==> src/rtl/fifo_serializer.sv <==
// Pops words from a FIFO read port and sends each one as a UART-style frame:
// a start bit, the data bits LSB first, an optional parity bit, then a stop bit.
module fifo_serializer #(
    parameter int DATA_WIDTH   = 8,
    parameter int CLKS_PER_BIT = 1,
    parameter int PAR_EN       = 1,
    parameter int PAR_TYP      = 0
) (
    input  logic                  CLK,
    input  logic                  RST,
    input  logic                  EMPTY,
    input  logic [DATA_WIDTH-1:0] RD_DATA,
    output logic                  R_INC,
    output logic                  TX_OUT,
    output logic                  BUSY
);

    localparam int              BW       = (DATA_WIDTH > 1) ? $clog2(DATA_WIDTH) : 1;
    localparam logic [7:0]      CNT_LAST = 8'(CLKS_PER_BIT - 1);
    localparam logic [BW-1:0]   BIT_LAST = BW'(DATA_WIDTH - 1);

    typedef enum logic [2:0] {
        IDLE   = 3'd0,
        START  = 3'd1,
        DATA   = 3'd2,
        PARITY = 3'd3,
        STOP   = 3'd4
    } state_t;

    state_t                  state_q, state_d;
    logic [7:0]              cnt_q, cnt_d;
    logic [BW-1:0]           bit_q, bit_d;
    logic [DATA_WIDTH-1:0]   data_q, data_d;
    logic                    tx_q, tx_d;
    logic                    busy_q, busy_d;
    logic                    last_cyc;
    logic                    pop;

    function automatic logic parity_bit(input logic [DATA_WIDTH-1:0] d);
        return (^d) ^ (PAR_TYP != 0);
    endfunction

    // Pop is combinational so the word is taken in the same cycle EMPTY drops;
    // gating with RST keeps the strobe low while reset is held.
    assign last_cyc = (cnt_q == CNT_LAST);
    assign pop      = RST & ~EMPTY & ((state_q == IDLE) | ((state_q == STOP) & last_cyc));

    assign R_INC  = pop;
    assign TX_OUT = tx_q;
    assign BUSY   = busy_q;

    // State, counters, latched word and the registered line outputs
    always_ff @(posedge CLK or negedge RST) begin
        if (!RST) begin
            state_q <= IDLE;
            cnt_q   <= 8'd0;
            bit_q   <= {BW{1'b0}};
            data_q  <= {DATA_WIDTH{1'b0}};
            tx_q    <= 1'b1;
            busy_q  <= 1'b0;
        end else begin
            state_q <= state_d;
            cnt_q   <= cnt_d;
            bit_q   <= bit_d;
            data_q  <= data_d;
            tx_q    <= tx_d;
            busy_q  <= busy_d;
        end
    end

    // Next-state and counter sequencing; a pop always restarts at START
    always_comb begin
        state_d = state_q;
        cnt_d   = cnt_q;
        bit_d   = bit_q;
        data_d  = data_q;
        if (pop) begin
            state_d = START;
            cnt_d   = 8'd0;
            bit_d   = {BW{1'b0}};
            data_d  = RD_DATA;
        end else if (state_q != IDLE) begin
            if (!last_cyc) begin
                cnt_d = cnt_q + 8'd1;
            end else begin
                cnt_d = 8'd0;
                case (state_q)
                    START: begin
                        state_d = DATA;
                        bit_d   = {BW{1'b0}};
                    end
                    DATA: begin
                        if (bit_q == BIT_LAST) begin
                            if (PAR_EN != 0) begin
                                state_d = PARITY;
                            end else begin
                                state_d = STOP;
                            end
                        end else begin
                            bit_d = bit_q + BW'(1'b1);
                        end
                    end
                    PARITY:  state_d = STOP;
                    STOP:    state_d = IDLE;
                    default: state_d = IDLE;
                endcase
            end
        end else begin
            cnt_d = 8'd0;
        end
    end

    // Line level and BUSY for the coming cycle, decoded from the next state
    always_comb begin
        tx_d   = 1'b1;
        busy_d = 1'b1;
        case (state_d)
            IDLE:    busy_d = 1'b0;
            START:   tx_d   = 1'b0;
            DATA:    tx_d   = data_d[bit_d];
            PARITY:  tx_d   = parity_bit(data_d);
            STOP:    tx_d   = 1'b1;
            default: begin
                tx_d   = 1'b1;
                busy_d = 1'b0;
            end
        endcase
    end

endmodule

==> config.mk <==
export PLATFORM = sky130hd
export DESIGN_NAME = fifo_serializer
export DESIGN_NICKNAME = d
export VERILOG_FILES = /design/src/rtl/fifo_serializer.sv
export SDC_FILE = /design/constraint.sdc
export NUM_CORES = 1
export LEC_CHECK = 0
export ABC_AREA = 0
export CAP_MARGIN = 10
export CORE_UTILIZATION = 57
export CTS_CLUSTER_DIAMETER = 80
export DETAILED_ROUTE_END_ITERATION = 7
export GPL_TIMING_DRIVEN = 0
export PLACE_DENSITY = 0.91
export SETUP_SLACK_MARGIN = 0.1
export SLEW_MARGIN = 30
export SYNTH_ARGS = -nofsm -noshare
export SYNTH_HDL_FRONTEND = slang
export SYNTH_SLANG_ARGS = --single-unit
==> constraint.sdc <==
create_clock -name CLK -period 3 [get_ports CLK]
set_clock_uncertainty 0.2 [all_clocks]
set_input_delay 0.3 -clock CLK [delete_from_list [all_inputs] [get_ports CLK]]
set_output_delay 0.3 -clock CLK [all_outputs]
set_load 0.02 [all_outputs]
==> impl_metrics.tcl, run 1 <==
set metrics [dict create \
    rr_endpoint "TX_OUT$_DFF_PN1_" \
    leakage_nw 0.8536 \
    worstPathArrival_ps 2320 \
    synthMuxAreaShare 0.01946 \
    cts_buffer_depth 2 \
    areaGrowthSynthToFinish_pct 23.36 \
    avgViaCountPerCell 6.036 \
    place.gp.congestion 0.8544 \
    fin_nets 210 \
    max_cap_viol_count 0 \
    first_iter_violations 36 \
    drtPass1Iterations 4 \
    first_global_vias 1252 \
    hold-path-cell-count 2 \
    synth_top_cell_by_area "dfrtp_1" \
    design.core.area_sq_um 2522 \
    status "complete, no violations" \
    cts_tree "done" \
    drive_gt1_frac 0.2051 \
    worstHoldPathType "reg -> reg" \
    h-tree-depth 1 \
    cts_root_buf "clkbuf_4" \
    clock_latency_ps 330 \
    vias 1358 \
    peakVddDrop_v 0.0006982 \
    finalSetupViolCount 0 \
    yosysTopAreaCellShare 0.3731 \
    post-route-drc-count 0 \
    yosys.area_share.simple 0.2303 \
    diodes 0 \
    wl_per_cell_um 16.22 \
    ys_top_cells_by_count "dfrtp_1, nand2_1, xnor2_1, inv_1, nor2_1" \
    clkSinkCount 24 \
    synth_xor_area_frac 0.1192 \
    critPathSlowestCell "or4_4" \
    synth_compound_area_frac 0.1695 \
    clk_pin_slew_worst_paths_ps 140 \
    worstPathCellList "or4_4 -> buf_6 -> o21a_4 -> or2_4 -> buf_8 -> inv_4 -> buf_6 -> buf_4" \
    hold_violations 0 \
    rr_worst_depth 8 \
    grt_usage 0.2836 \
    synth_edf_count 0 \
    io_pins 14 \
    cp_top_family "simple AND/OR/NAND/NOR gates" \
    crit_path_max_incr_delay_ps 540 \
    hold_path.startpoint "data_q[2]$_DFF_PN0_" \
    synth_top_family_by_area "simple AND/OR/NAND/NOR gates" \
    slew_viol_final 0 \
    rows 18 \
    rsz0062_at_grt "false" \
    p_per_area_nw_per_um2 843.4 \
    p_total_mw 1.605 \
    grt_pass1_wl_um 5720 \
    fp.dieArea_sq_um 2919 \
    startpoint_type "register" \
    fmax_mhz 354.9 \
    worstSetupPathDepth 8 \
    ys_seq_elements 24 \
    fin_crit_ps 2817 \
    synth_fa_ha_area_frac 0.02433 \
    antenna_found_initial 0 \
    synthTopCellsByArea "dfrtp_1, xnor2_1, nand2_1" \
    wl_um 3650 \
    async_reset_ff_frac 1.000 \
    yosys_warnings 0 \
    overflow 0 \
    fp.dieW_um 54.03 \
    io_buffers 13 \
    numCtsBuffers 3 \
    end_kind "output pin" \
    postRouteAntennaNets 0 \
    tightest_slew_ps 541.0 \
    netlist_area_sq_um 1543 \
    ys_seq_area_frac 0.3901 \
    place.detailed.hpwl_um 2542 \
    max_slew_margin 0.6393 \
    critPathBufInv 5 \
    holdPathEnd "data_q[2]$_DFF_PN0_" \
    ys_types 54 \
    whs_ps 341.5 \
    r2r-start "cnt_q[4]$_DFF_PN0_" \
    critical_path_required_ps 2500 \
    die_y_um 54.03 \
    syn_avg_cell_area_sq_um 9.465 \
    r2r_slack_ps 310 \
    synth_fp_nets 177 \
    path_max_fanout 7 \
    crit_path_frequent_cell "buf_6" \
    start_util 0.6116 \
    syn-instance-count 163 \
    grt_start_max_net_pins 24 \
    fin_tns_setup_ps 0 \
    ys.flop_type "dfrtp_1" \
    path_class "reg -> out" \
    nFillCells 179 \
    finalCritPeriodShare 0.9391 \
]
==> layout make-up <==
| class | count | area, sq um | share of cell area |
|---|---|---|---|
| buffer | 6 | 50.05 | 0.02630 |
| inverter | 9 | 36.28 | 0.01907 |
| sequential | 24 | 601.8 | 0.3162 |
| clock buffer | 3 | 22.52 | 0.01183 |
| multi-input combinational | 124 | 887.1 | 0.4661 |
| clock inverter | 1 | 30.03 | 0.01578 |
| timing repair buffer | 28 | 237.7 | 0.1249 |
| tap | 30 | 37.54 | 0.01972 |
==> per-stage QoR <==
stage / instances / area, sq um / worst slack (ps) / utilization
global placement: 206 / 1710 / -1213 / 0.6781
CTS: 218 / 1834 / 136.9 / 0.7272
detailed placement: 206 / 1705 / -503.6 / 0.6761
finish: 225 / 1903 / 182.6 / 0.7545
floorplan: 163 / 1543 / 512.1 / -
global route: 225 / 1903 / 111.2 / 0.7545
==> logic make-up after synthesis <==
group / count (synthesis)
compound gates: 31
xor+xnor: 21
fa+ha+maj: 3
buf+inv: 15
flops: 24
mux: 3
simple gates: 66
==> timing repair <==
item	CTS	global route
endpoints found under the setup margin	1	2
setup buffers	6	6
resized for setup	11	5
endpoints found under the hold margin	23	23
hold buffers	2	1
pin swaps	0	1
==> worst reg2reg max path, stage by stage, from the launching register on <==
cell and delay (ps):
dfrtp_1 430, or4_4 540, buf_6 140, buf_4 160
o41ai_2 380, o221ai_1 190, a221oi_1 270, nor4b_1 100
a211oi_2 200
==> sequential cells by signal, summed over array words and instances (netlist names) <==
| name | count |
|---|---|
| TX_OUT | 1 |
| state_q | 3 |
| bit_q | 3 |
| data_q | 8 |
| BUSY | 1 |
| cnt_q | 8 |
==> worst max-delay path by stage <==
stage	slack, ps	endpoint	from
after global routing	110	R_INC	cnt_q[4]$_DFF_PN0_
after detailed placement	-500	R_INC	RST
final	180	R_INC	cnt_q[4]$_DFF_PN0_
after global placement	-1210	R_INC	RST
after floorplan	510	R_INC	cnt_q[0]$_DFF_PN0_
after CTS	140	R_INC	cnt_q[4]$_DFF_PN0_
==> power by group <==
part	leakage [nW]	internal [mW]	switching [mW]
sequential	0.310	0.424	0.0938
combinational	0.515	0.417	0.434
clock	0.0279	0.135	0.102
total	0.854	0.976	0.629
==> routing by layer <==
metal  GRT usage  vias up  wire [um]
met1      0.3439      660       1524
met3     0.05367       10        197
met2      0.4938       42       1858
li1            -      646          -
met4      0.1068        0         70
met5           0        -          0
==> placed cells by master (no fill, tap or decap), types with 2 or more instances in the layout <==
cell,instances
buf_4,13
nor2b_1,2
nand2b_1,3
nand4_1,3
mux2i_1,3
o31ai_1,3
clkdlybuf4s50_1,11
nand3_1,5
ha_1,3
o21ai_0,6
nor2_1,9
buf_2,3
and2_1,2
nand2_1,23
dfrtp_1,23
clkbuf_4,3
inv_1,8
xor2_1,3
clkbuf_1,2
o31a_1,3
xnor2_1,18
o221ai_1,2
and3_1,3
dlygate4sd3_1,2
buf_6,2
No activity file was read; power rests on OpenSTA's default activity.
==> run 2: changes to the inputs <==
- RECOVER_POWER: default -> 100
==> run 2 against run 1 <==
Critical endpoint unchanged. Highest routed layer unchanged. Sequential power hardly changed. Combinational power is 1% lower. Global-route usage stayed put. Die area stayed put. Final cell count stayed put. Register-to-register slack worse by 40 ps. Sequential share of layout area is 0.46 points higher. Largest cell class unchanged. Power is 0.78% lower. Final area is 1.4% lower. Flip-flop and latch count stayed put. Utilization is 1.1 points lower. Worst setup slack worse by 14 ps.
==> impl_metrics.tcl, run 2 (same netlist as run 1, synthesis figures left out) <==
set metrics [dict create \
    status "complete, no violations" \
    fin_nets 210 \
    place.gp.congestion 0.8544 \
    io_pins 14 \
    fin_ws_ps 169.1 \
    drtPass1Iterations 4 \
    comb_power_share 0.526 \
    postRouteAntennaNets 0 \
    startpoint "cnt_q[4]$_DFF_PN0_" \
    fin_area_sq_um 1876 \
    io_buffers 13 \
    start_util 0.6116 \
    r2r-start "cnt_q[4]$_DFF_PN0_" \
    design.core.area_sq_um 2522 \
    p_per_area_nw_per_um2 849.1 \
    wl_per_cell_um 16.10 \
    p_total_mw 1.593 \
    antenna_found_initial 0 \
    worstPathCellList "or4_1 -> clkbuf_1 -> o21a_4 -> or2_4 -> buf_8 -> inv_4 -> buf_6 -> buf_4" \
    max_slew_margin 0.1544 \
    multi_input_area_sq_um 873.3 \
    pre_cts_slack_ps -503.6 \
    fp.dieArea_sq_um 2919 \
    clk_pin_slew_worst_paths_ps 140 \
    grt_pass1_wl_um 5720 \
    finalCritPeriodShare 0.9436 \
    worstHoldPathType "reg -> reg" \
    areaGrowthSynthToFinish_pct 21.57 \
    first_global_vias 1252 \
    cts_root_buf "clkbuf_4" \
    fin_crit_ps 2831 \
    rows 18 \
    finalSetupViolCount 0 \
    fp.dieW_um 54.03 \
    clkSinkCount 24 \
    peakVddDrop_v 0.0006958 \
    pwr-share-seq 0.325 \
    top_regs "cnt_q (8), data_q (8)" \
    critPathSlowestCell "or4_1" \
    die_y_um 54.03 \
    startpoint_type "register" \
    crit_path_max_incr_delay_ps 530 \
    clock_latency_ps 330 \
    worstPathArrival_ps 2330 \
    avgViaCountPerCell 6.129 \
    seq_area_sq_um 601.8 \
    overflow 0 \
    path_class "reg -> out" \
    fmax_mhz 353.2 \
    mostFrequentLayoutCells "dfrtp_1, nand2_1, xnor2_1" \
    post-route-drc-count 0 \
    pwr-share-clk 0.149 \
    slew_viol_final 0 \
    grt_usage 0.2836 \
    critical_path_required_ps 2500 \
    grt_start_max_net_pins 24 \
    end_kind "output pin" \
    fin_tns_setup_ps 0 \
    hold_violations 0 \
    rsz0062_at_grt "false" \
    numCtsBuffers 3 \
    first_iter_violations 30 \
    diodes 0 \
    max_cap_viol_count 0 \
    path_max_fanout 7 \
    leakage_nw 0.8293 \
    switching_share 0.3933 \
    tightest_slew_ps 1268 \
    post_dp_cell_area_sq_um 1705 \
    fin_cells 225 \
    placed_cells 206 \
    wl_um 3623 \
    cts_buffer_depth 2 \
    h-tree-depth 1 \
    p_sw_mw 0.6264 \
    vias 1379 \
    utilization 0.7436 \
    drive_gt1_frac 0.1692 \
    internal-power_mw 0.9661 \
    cts_tree "done" \
    whs_ps 340.9 \
    place.detailed.hpwl_um 2542 \
    hold_path.startpoint "data_q[2]$_DFF_PN0_" \
    nFillCells 186 \
]
-- run 2: worst max-delay path, delay by kind of cell (launching register included) --
kind | cells | cell delay (ps)
buf+inv | 5 | 540
compound gates | 1 | 260
flops | 1 | 420
simple gates | 2 | 780
-- run 2: layout make-up --
class                           count  area share
Multi-Input combinational cell    124      0.4656
Sequential cell                    24      0.3209
Timing Repair Buffer               28      0.1234
Buffer                              6     0.02268
Tap cell                           30     0.02001
Inverter                            9     0.01935
Clock inverter                      1     0.01601
Clock buffer                        3     0.01201
-- run 2: repair_timing --
item / CTS / global route
endpoints found under the hold margin: 23 / 23
hold buffers: 2 / 1
buffers inserted: 6 / 6
pin swaps: 0 / 1
resized for setup: 11 / 5
setup endpoints to repair: 1 / 2
-- run 2: routing by layer --
metal,GRT usage,share of wire
met1,0.3439,0.41
met2,0.4938,0.50
met5,0,0
met3,0.05367,0.055
met4,0.1068,0.027
-- run 2: power by group through the flow --
stage | Clock, mW | Sequential, mW | Combinational [mW]
2_1_floorplan | 0 | 0.514 | 0.608
3_3_place_gp | 0 | 0.517 | 0.774
3_5_place_dp | 0 | 0.522 | 0.800
4_1_cts | 0.241 | 0.515 | 0.815
5_1_grt | 0.257 | 0.527 | 0.913
6_report | 0.238 | 0.517 | 0.838
-- run 2: path summary, 6_finish.rpt --
path,cells after the start,to,slack [ps]
max,8,R_INC,170
min,2,data_q[2]$_DFF_PN0_,340
max reg2reg,8,TX_OUT$_DFF_PN1_,270
min reg2reg,2,data_q[2]$_DFF_PN0_,340
max in group asynchronous,3,state_q[0]$_DFF_PN0_,1140
min in group asynchronous,2,TX_OUT$_DFF_PN1_,380
